==> src/rtl/lcd_line_packer.sv <==
// Memory-LCD line packer: packs a 1-bpp pixel stream into bytes and frames each frame as
// mode byte, then per line {address, data bytes, dummy}, then a trailer, pushed into the
// line FIFO under its full flag.
module lcd_line_packer #(
    parameter int unsigned H_PIXELS = 128,
    parameter int unsigned V_LINES  = 128,
    parameter logic [7:0]  MODE_CMD = 8'h80
) (
    input  logic       i_clk,
    input  logic       i_rst,
    input  logic       i_frame_start,
    input  logic       i_vcom,
    input  logic       i_pix,
    input  logic       i_pix_valid,
    output logic       o_pix_ready,
    input  logic       i_wfull,
    output logic       o_winc,
    output logic [7:0] o_wdata,
    output logic       o_busy,
    output logic [7:0] o_line
);

    localparam int unsigned BytesPerLine = H_PIXELS / 8;
    localparam int unsigned ByteCntW     = $clog2(BytesPerLine + 1);
    localparam logic [ByteCntW-1:0] LastByte = ByteCntW'(BytesPerLine - 1);
    localparam logic [7:0]          LastLine = 8'(V_LINES - 1);

    typedef enum logic [2:0] {
        StIdle,
        StMode,
        StAddr,
        StData,
        StLdum,
        StTrail
    } state_e;

    state_e                state_q, state_d;
    logic                  vcom_q, vcom_d;
    logic [7:0]            line_q, line_d;
    logic [ByteCntW-1:0]   byte_cnt_q, byte_cnt_d;
    logic [3:0]            bit_cnt_q, bit_cnt_d;
    logic [7:0]            shift_q, shift_d;

    logic       pending;
    logic       pix_ready;
    logic       write;
    logic [7:0] byte_out;
    logic [7:0] line_inc;
    logic [7:0] addr_rev;

    // Line address is 1-based and sent LSB first, so reverse it before it hits the MSB-first
    // serializer.
    always_comb begin
        line_inc = line_q + 8'd1;
        addr_rev = 8'h00;
        for (int i = 0; i < 8; i++) begin
            addr_rev[i] = line_inc[7-i];
        end
    end

    // Decode the pending byte and pixel acceptance from the current state.
    always_comb begin
        pending   = 1'b0;
        pix_ready = 1'b0;
        byte_out  = 8'h00;
        unique case (state_q)
            StIdle: ;
            StMode: begin
                pending  = 1'b1;
                byte_out = {MODE_CMD[7], vcom_q, MODE_CMD[5:0]};
            end
            StAddr: begin
                pending  = 1'b1;
                byte_out = addr_rev;
            end
            StData: begin
                byte_out = shift_q;
                // A full byte blocks further pixels until it has been written.
                if (bit_cnt_q == 4'd8) begin
                    pending = 1'b1;
                end else begin
                    pix_ready = 1'b1;
                end
            end
            StLdum, StTrail: pending = 1'b1;
            default: ;
        endcase
        write = pending && !i_wfull && !i_rst;
    end

    // Outputs are forced quiet during a reset cycle even before the state register clears.
    always_comb begin
        o_winc      = write;
        o_pix_ready = pix_ready && !i_rst;
        o_wdata     = i_rst ? 8'h00 : byte_out;
        o_busy      = !i_rst && (state_q != StIdle);
        o_line      = i_rst ? 8'h00 : line_q;
    end

    // Next-state and counter updates; every state holds while its byte cannot be written.
    always_comb begin
        state_d    = state_q;
        vcom_d     = vcom_q;
        line_d     = line_q;
        byte_cnt_d = byte_cnt_q;
        bit_cnt_d  = bit_cnt_q;
        shift_d    = shift_q;
        unique case (state_q)
            StIdle: begin
                if (i_frame_start) begin
                    vcom_d  = i_vcom;
                    line_d  = 8'd0;
                    state_d = StMode;
                end
            end
            StMode: begin
                if (write) state_d = StAddr;
            end
            StAddr: begin
                if (write) begin
                    byte_cnt_d = '0;
                    bit_cnt_d  = 4'd0;
                    state_d    = StData;
                end
            end
            StData: begin
                if (pix_ready && i_pix_valid) begin
                    shift_d   = {shift_q[6:0], i_pix};
                    bit_cnt_d = bit_cnt_q + 4'd1;
                end else if (write) begin
                    bit_cnt_d  = 4'd0;
                    byte_cnt_d = byte_cnt_q + ByteCntW'(1);
                    if (byte_cnt_q == LastByte) state_d = StLdum;
                end
            end
            StLdum: begin
                if (write) begin
                    if (line_q == LastLine) begin
                        state_d = StTrail;
                    end else begin
                        line_d  = line_inc;
                        state_d = StAddr;
                    end
                end
            end
            StTrail: begin
                if (write) state_d = StIdle;
            end
            default: state_d = StIdle;
        endcase
    end

    // State and datapath registers with synchronous reset.
    always_ff @(posedge i_clk) begin
        if (i_rst) begin
            state_q    <= StIdle;
            vcom_q     <= 1'b0;
            line_q     <= 8'd0;
            byte_cnt_q <= '0;
            bit_cnt_q  <= 4'd0;
            shift_q    <= 8'h00;
        end else begin
            state_q    <= state_d;
            vcom_q     <= vcom_d;
            line_q     <= line_d;
            byte_cnt_q <= byte_cnt_d;
            bit_cnt_q  <= bit_cnt_d;
            shift_q    <= shift_d;
        end
    end

endmodule

==> config.mk <==
export PLATFORM = sky130hd
export DESIGN_NAME = lcd_line_packer
export DESIGN_NICKNAME = d
export VERILOG_FILES = /design/src/rtl/lcd_line_packer.sv
export SDC_FILE = /design/constraint.sdc
export NUM_CORES = 1
export LEC_CHECK = 0
export ABC_AREA = 1
export BUFFER_PORTS_ARGS = -buffer_cell sky130_fd_sc_hd__buf_2
export CAP_MARGIN = 10
export CORE_UTILIZATION = 50
export CTS_CLUSTER_DIAMETER = 100
export DETAILED_ROUTE_END_ITERATION = 10
export PLACE_DENSITY_LB_ADDON = 0.05
export SYNTH_ARGS = -nofsm -noshare
export SYNTH_HDL_FRONTEND = slang
export SYNTH_SLANG_ARGS = --single-unit
==> constraint.sdc <==
create_clock -name i_clk -period 1.8 [get_ports i_clk]
set_input_delay 0.09 -clock i_clk [delete_from_list [all_inputs] [get_ports i_clk]]
set_output_delay 0.09 -clock i_clk [all_outputs]
set_load 0.03 [all_outputs]
==> run_results.csv, run 1 <==
group,metric,value,unit
global_route,grt_pass1_vias,1355,
setup_path,path_class,"reg2out",
synth,synth-seq-area-share,0.3324,
floorplanning,die_x,61.11,µm
layout,area_delta_synth_final,24.57,%
synth,syn_area,1747,µm²
floorplanning,coreArea,3337,µm²
route,ant_nets,0,
place,place_area,1907,µm²
clock_network,insertion_delay,0.33,ns
place,io_buffers,25,
layout,stdcell_count,337,
timing,fin_crit,1.731,ns
synth,synth.avg_cell_area,6.850,µm²
clock_network,cts_tree,"done",
clock_network,clock_path_buffers,2,
timing,setup_viol,0,
worst_hold_path,hold_class,"in2reg",
route,firstDrtPassIters,4,
route,num_vias,1640,
timing,rsz0062_at_grt,"yes",
global_route,track_usage,0.2297,
clock_network,htreeDepth,2,
route,drc,0,
timing,maxSlewViolCount,0,
route,wire_per_inst,12.16,µm
timing,worst_slew_pin_slew,0.3293,ns
global_route,antenna_found_initial,0,
clock_network,cts_made_buffers,5,
layout,final_cell_mix,"nand2_1 (47), inv_1 (31), nor2_1 (26)",
floorplanning,num_rows,21,
place,dpl.cell_count,322,
synth,synthesis.nets,267,
synth,synth_top_cell_by_area,"dfxtp_1",
timing,fin_skew,0.009419,ns
global_route,overflow,0,
global_route,grt_pass1_wl,6147,µm
layout,final_common_cell,"nand2_1",
power_and_ir_drop,ir_worst_vdd,0.3594,mV
synth,ys_seq_elements,29,
power_and_ir_drop,total_power,2.195,mW
synth,synth_cell_types,27,
synth,yosys_warnings,0,
place,dp_hpwl,2877,µm
setup_path,cp.required,1.71,ns
global_route,grt_max_degree,29,
timing,hold_slack,0.04742,ns
power_and_ir_drop,leakagePower,0.9345,nW
timing,fmax,577.6,MHz
floorplanning,die_y,61.11,µm
setup_path,cp.arrival,1.64,ns
floorplanning,io_pins,26,
route,wl,4097,µm
layout,nets,302,
place,place.gp.congestion,0.8264,
flow_run,maxCapViolCount,0,
setup_path,worstSetupEndpointType,"primary output",
floorplanning,start_util,0.5234,
layout,design_area,2176,µm²
setup_path,cp_max_fo,4,
status,status,"complete, no violations",
route,routed_via_density,4.866,
layout,layout-drive-gt1-share,0.3368,
clock_network,cts.clk_slew.worst_paths,0.10,ns
timing,fin_crit_sh,0.9618,
synth,postSynthCellCount,255,
synth,yosys-top-cells-area,"dfxtp_1 (33%), nand2_1 (11%), inv_1 (7.5%), a21oi_1 (7.2%), nor2_1 (6.0%)",
synth,yosys.area.top_type_share,0.3324,
setup_path,critPathLaunchType,"flip-flop",
clock_network,cts_root_buf,"clkbuf_4",
timing,maxSlewHeadroom,0.7802,
floorplanning,die_area,3734,µm²
route,drt_iter0_markers,116,
clock_network,cts_sinks,29,
layout,antenna_cells,0,
timing,hold_viol_final,0,
power_and_ir_drop,power.density,1009,nW/µm²
## routing by layer
metal  wire length, µm  GRT usage  share of wire  vias up
met5                 0          0              0        -
met4                58    0.08766          0.014        0
met3               159    0.06723          0.039        4
met2              1871     0.3447           0.46       31
met1              2009     0.3107           0.49      717
li1                  -          -              -      888
## registers in the layout, summed over array words and instances, names as in the netlist
register    count
shift_q         8
byte_cnt_q      5
bit_cnt_q       4
state_q         3
line_q          8
vcom_q          1
## layout make-up
class	count	area (µm²)
Clock buffer	7	65.06
Inverter	40	150.1
Sequential cell	29	599.3
Timing Repair Buffer	35	235.2
Multi-Input combinational cell	179	1064
Clock inverter	1	5.005
Tap cell	46	57.56
Fill cell	323	1161
## through the flow
step | TNS [ns] | util | setup WS [ns]
2_1_floorplan | 0 | - | 0.2046
3_3_place_gp | 0 | 0.5714 | 0.1373
3_5_place_dp | 0 | 0.5714 | 0.1082
4_1_cts | -0.02179 | 0.6190 | -0.01608
5_1_grt | -0.05991 | 0.6520 | -0.03438
6_report | 0 | 0.6520 | 0.06874
## cells in the mapped netlist
cell type / count
buf_2: 2
or2_2: 1
nand2_1: 49
inv_1: 35
nand3_2: 2
o21ai_2: 6
nor2_2: 2
o21ai_0: 15
o22ai_1: 3
a22oi_1: 2
clkbuf_1: 4
nand2_2: 9
dfxtp_1: 29
buf_12: 1
nor2_8: 1
nand4_1: 1
nor2_1: 28
a21oi_1: 25
o21ai_1: 2
nand3_4: 1
nor3_1: 2
xor2_1: 6
nand3_1: 15
ha_1: 5
nand2_4: 3
nand4_2: 1
inv_2: 5
## path summary, 6_finish.rpt
kind              endpoint  depth (start not counted)           from  slack, ns
min reg2reg  byte_cnt_q[3]                          2  byte_cnt_q[3]       0.47
max             o_wdata[0]                          7      line_q[2]       0.07
min                 vcom_q                          3         i_vcom       0.05
max reg2reg      line_q[4]                         12   bit_cnt_q[0]       0.20
## critical path, stage by stage (launching register included)
cell and delay [ns]:
dfxtp_4 0.38, nand3_2 0.10, nor2_2 0.14, nand2_2 0.09, o21ai_2 0.20, nand3_2 0.09, a21oi_2 0.16, buf_6 0.14
## report_power, final
group	internal, mW	switching [mW]
registers	0.708	0.0660
logic	0.305	0.659
clock network	0.226	0.230
## what timing repair did
| action | 4_1_cts | 5_1_grt |
|---|---|---|
| setup endpoints to repair | 7 | 9 |
| resized for setup | 22 | 27 |
| hold buffers | 1 | 0 |
| hold endpoints to repair | 1 | 0 |
| setup buffers | 1 | 5 |
| pin swaps | 2 | 11 |
## cells by family (layout without fill, tap and decap cells)
family | count (synthesis) | in the layout | share of synthesized area
compound gates | 53 | 53 | 0.1698
simple gates | 115 | 115 | 0.3202
flops | 29 | 29 | 0.3324
xor+xnor | 6 | 6 | 0.03009
fa+ha+maj | 5 | 5 | 0.03582
buf+inv | 47 | 83 | 0.1117
Power figures use the tool's default switching activity.
==> inputs of run 2 (changes only) <==
Settings changed: BUFFER_PORTS_ARGS -buffer_cell sky130_fd_sc_hd__buf_2 to -buffer_cell sky130_fd_sc_hd__clkbuf_2.
==> run 2 against run 1 <==
Against the previous run: total power fell by 1.6%; die area is the same; critical endpoint is now o_wdata[1]; sequential power about the same; maximum frequency decreased by 0.44%; worst setup slack lost 0.0076 ns; non-clock buffer count stayed put; first-iteration DRC count decreased by 7.8%; sequential cell count is the same; critical path depth increased by 1.
==> run_results.csv, run 2 (synthesis results as in run 1) <==
group,metric,value,unit
route,firstDrtPassIters,5,
layout,final_cell_mix,"nand2_1 (47), inv_1 (32), nor2_1 (26)",
clock_network,htreeDepth,2,
place,io_buffers,25,
floorplanning,num_rows,21,
clock_network,cts_made_buffers,5,
timing,rsz0062_at_grt,"yes",
floorplanning,die_area,3734,µm²
worst_hold_path,hold_depth,3,
place,place_area,1907,µm²
route,drt_iter0_markers,107,
global_route,track_usage,0.2426,
worst_hold_path,hold_class,"in2reg",
setup_path,crit_buf_inv,1,
floorplanning,die_y,61.11,µm
status,status,"complete, no violations",
global_route,antenna_found_initial,0,
setup_path,critPathTopFamily,"flip-flops",
layout,area_delta_synth_final,24.64,%
clock_network,clock_path_buffers,2,
timing,fin_crit,1.739,ns
flow_run,maxCapViolCount,0,
power_and_ir_drop,power.density,992.2,nW/µm²
power_and_ir_drop,ir_worst_vdd,0.5995,mV
clock_network,cts_tree,"done",
layout,layout-drive-gt1-share,0.3414,
layout,largestRegisters,"line_q: 8 flops, shift_q: 8 flops, byte_cnt_q: 5 flops",
clock_network,cts_root_buf,"clkbuf_4",
setup_path,r2r_cells,10,
route,routed_via_density,4.964,
clock_network,cts.clk_slew.worst_paths,0.09,ns
setup_path,critPathLaunchType,"flip-flop",
power_and_ir_drop,leakagePower,0.9161,nW
layout,design_area,2177,µm²
route,wl,3991,µm
floorplanning,start_util,0.5234,
timing,fin_skew,0.01111,ns
timing,fin_crit_sh,0.9660,
timing,final.setup.tns,0,ns
setup_path,cp_slowest_stage_delay,0.38,ns
setup_path,cp_max_fo,3,
clock_network,insertion_delay,0.33,ns
floorplanning,coreArea,3337,µm²
timing,setup_viol,0,
setup_path,slowest_stage,"dfxtp_2",
place,place.gp.congestion,0.8146,
setup_path,crit_chain,"ha_4 -> nand3_4 -> nor2_4 -> nand2_2 -> xor2_2 -> nand2_1 -> a21oi_2 -> buf_6",
layout,nets,302,
power_and_ir_drop,total_power,2.160,mW
clock_network,cts_sinks,29,
timing,fmax,575.1,MHz
place,dp_hpwl,2928,µm
layout,final_common_cell,"nand2_1",
timing,hold_viol_final,0,
global_route,grt_pass1_vias,1428,
global_route,grt_max_degree,18,
layout,antenna_cells,0,
floorplanning,io_pins,26,
route,num_vias,1668,
timing,hold_slack,0.04292,ns
route,drc,0,
timing,maxSlewHeadroom,0.7708,
setup_path,cp.required,1.71,ns
layout,utilization,0.6524,
global_route,grt_pass1_wl,6423,µm
global_route,overflow,0,
setup_path,cp.arrival,1.65,ns
timing,worst_slew_pin_slew,0.3435,ns
setup_path,cp.depth,8,
setup_path,worstSetupEndpointType,"primary output",
route,ant_nets,0,
timing,maxSlewViolCount,0,
floorplanning,die_x,61.11,µm
route,wire_per_inst,11.88,µm
setup_path,path_class,"reg2out",
run 2: per-stage QoR:
stage	setup WS, ns	instances
after detailed placement	0.09552	322
after global placement	0.1160	322
after CTS	-0.01550	332
after floorplan	0.2046	255
after global routing	-0.03947	336
final	0.06114	336
run 2: report_power, final:
part	internal, mW	leakage (nW)	switching [mW]	total [mW]
Sequential	0.707	0.239	0.0662	0.773
Clock	0.184	0.0314	0.217	0.401
Combinational	0.311	0.646	0.674	0.985
run 2: worst paths after layout:
path | from | end | slack [ns]
setup / recovery | line_q[0] | o_wdata[1] | 0.06
hold reg to reg | byte_cnt_q[3] | byte_cnt_q[3] | 0.47
setup reg to reg | line_q[0] | line_q[3] | 0.23
hold / removal | i_vcom | vcom_q | 0.04
run 2: area by class of cell:
type	count	area, µm²
clock buffers	7	55.05
well taps	46	57.56
inverters	40	152.6
multi-input cells	179	1080
fillers	314	1160
flip-flops and latches	29	596.8
repair buffers	35	235.2
run 2: what timing repair did:
item,in CTS,in global routing
pin swaps,5,5
hold buffers,1,0
gates resized for setup,26,32
setup endpoints to repair,9,8
buffers inserted,2,4
endpoints found under the hold margin,1,0
run 2: worst reg2reg max path, delay by kind of cell (launching register included):
kind	cells	cell delay [ns]
fa+ha+maj	1	0.15
buf+inv	1	0.09
flops	1	0.38
simple gates	8	0.85
run 2: metal layers:
metal / GRT usage / share of wire / up-vias
met4: 0.09740 / 0.016 / 0
met3: 0.07563 / 0.046 / 5
li1: - / - / 885
met1: 0.3166 / 0.49 / 745
met5: 0 / 0 / -
met2: 0.3727 / 0.45 / 33
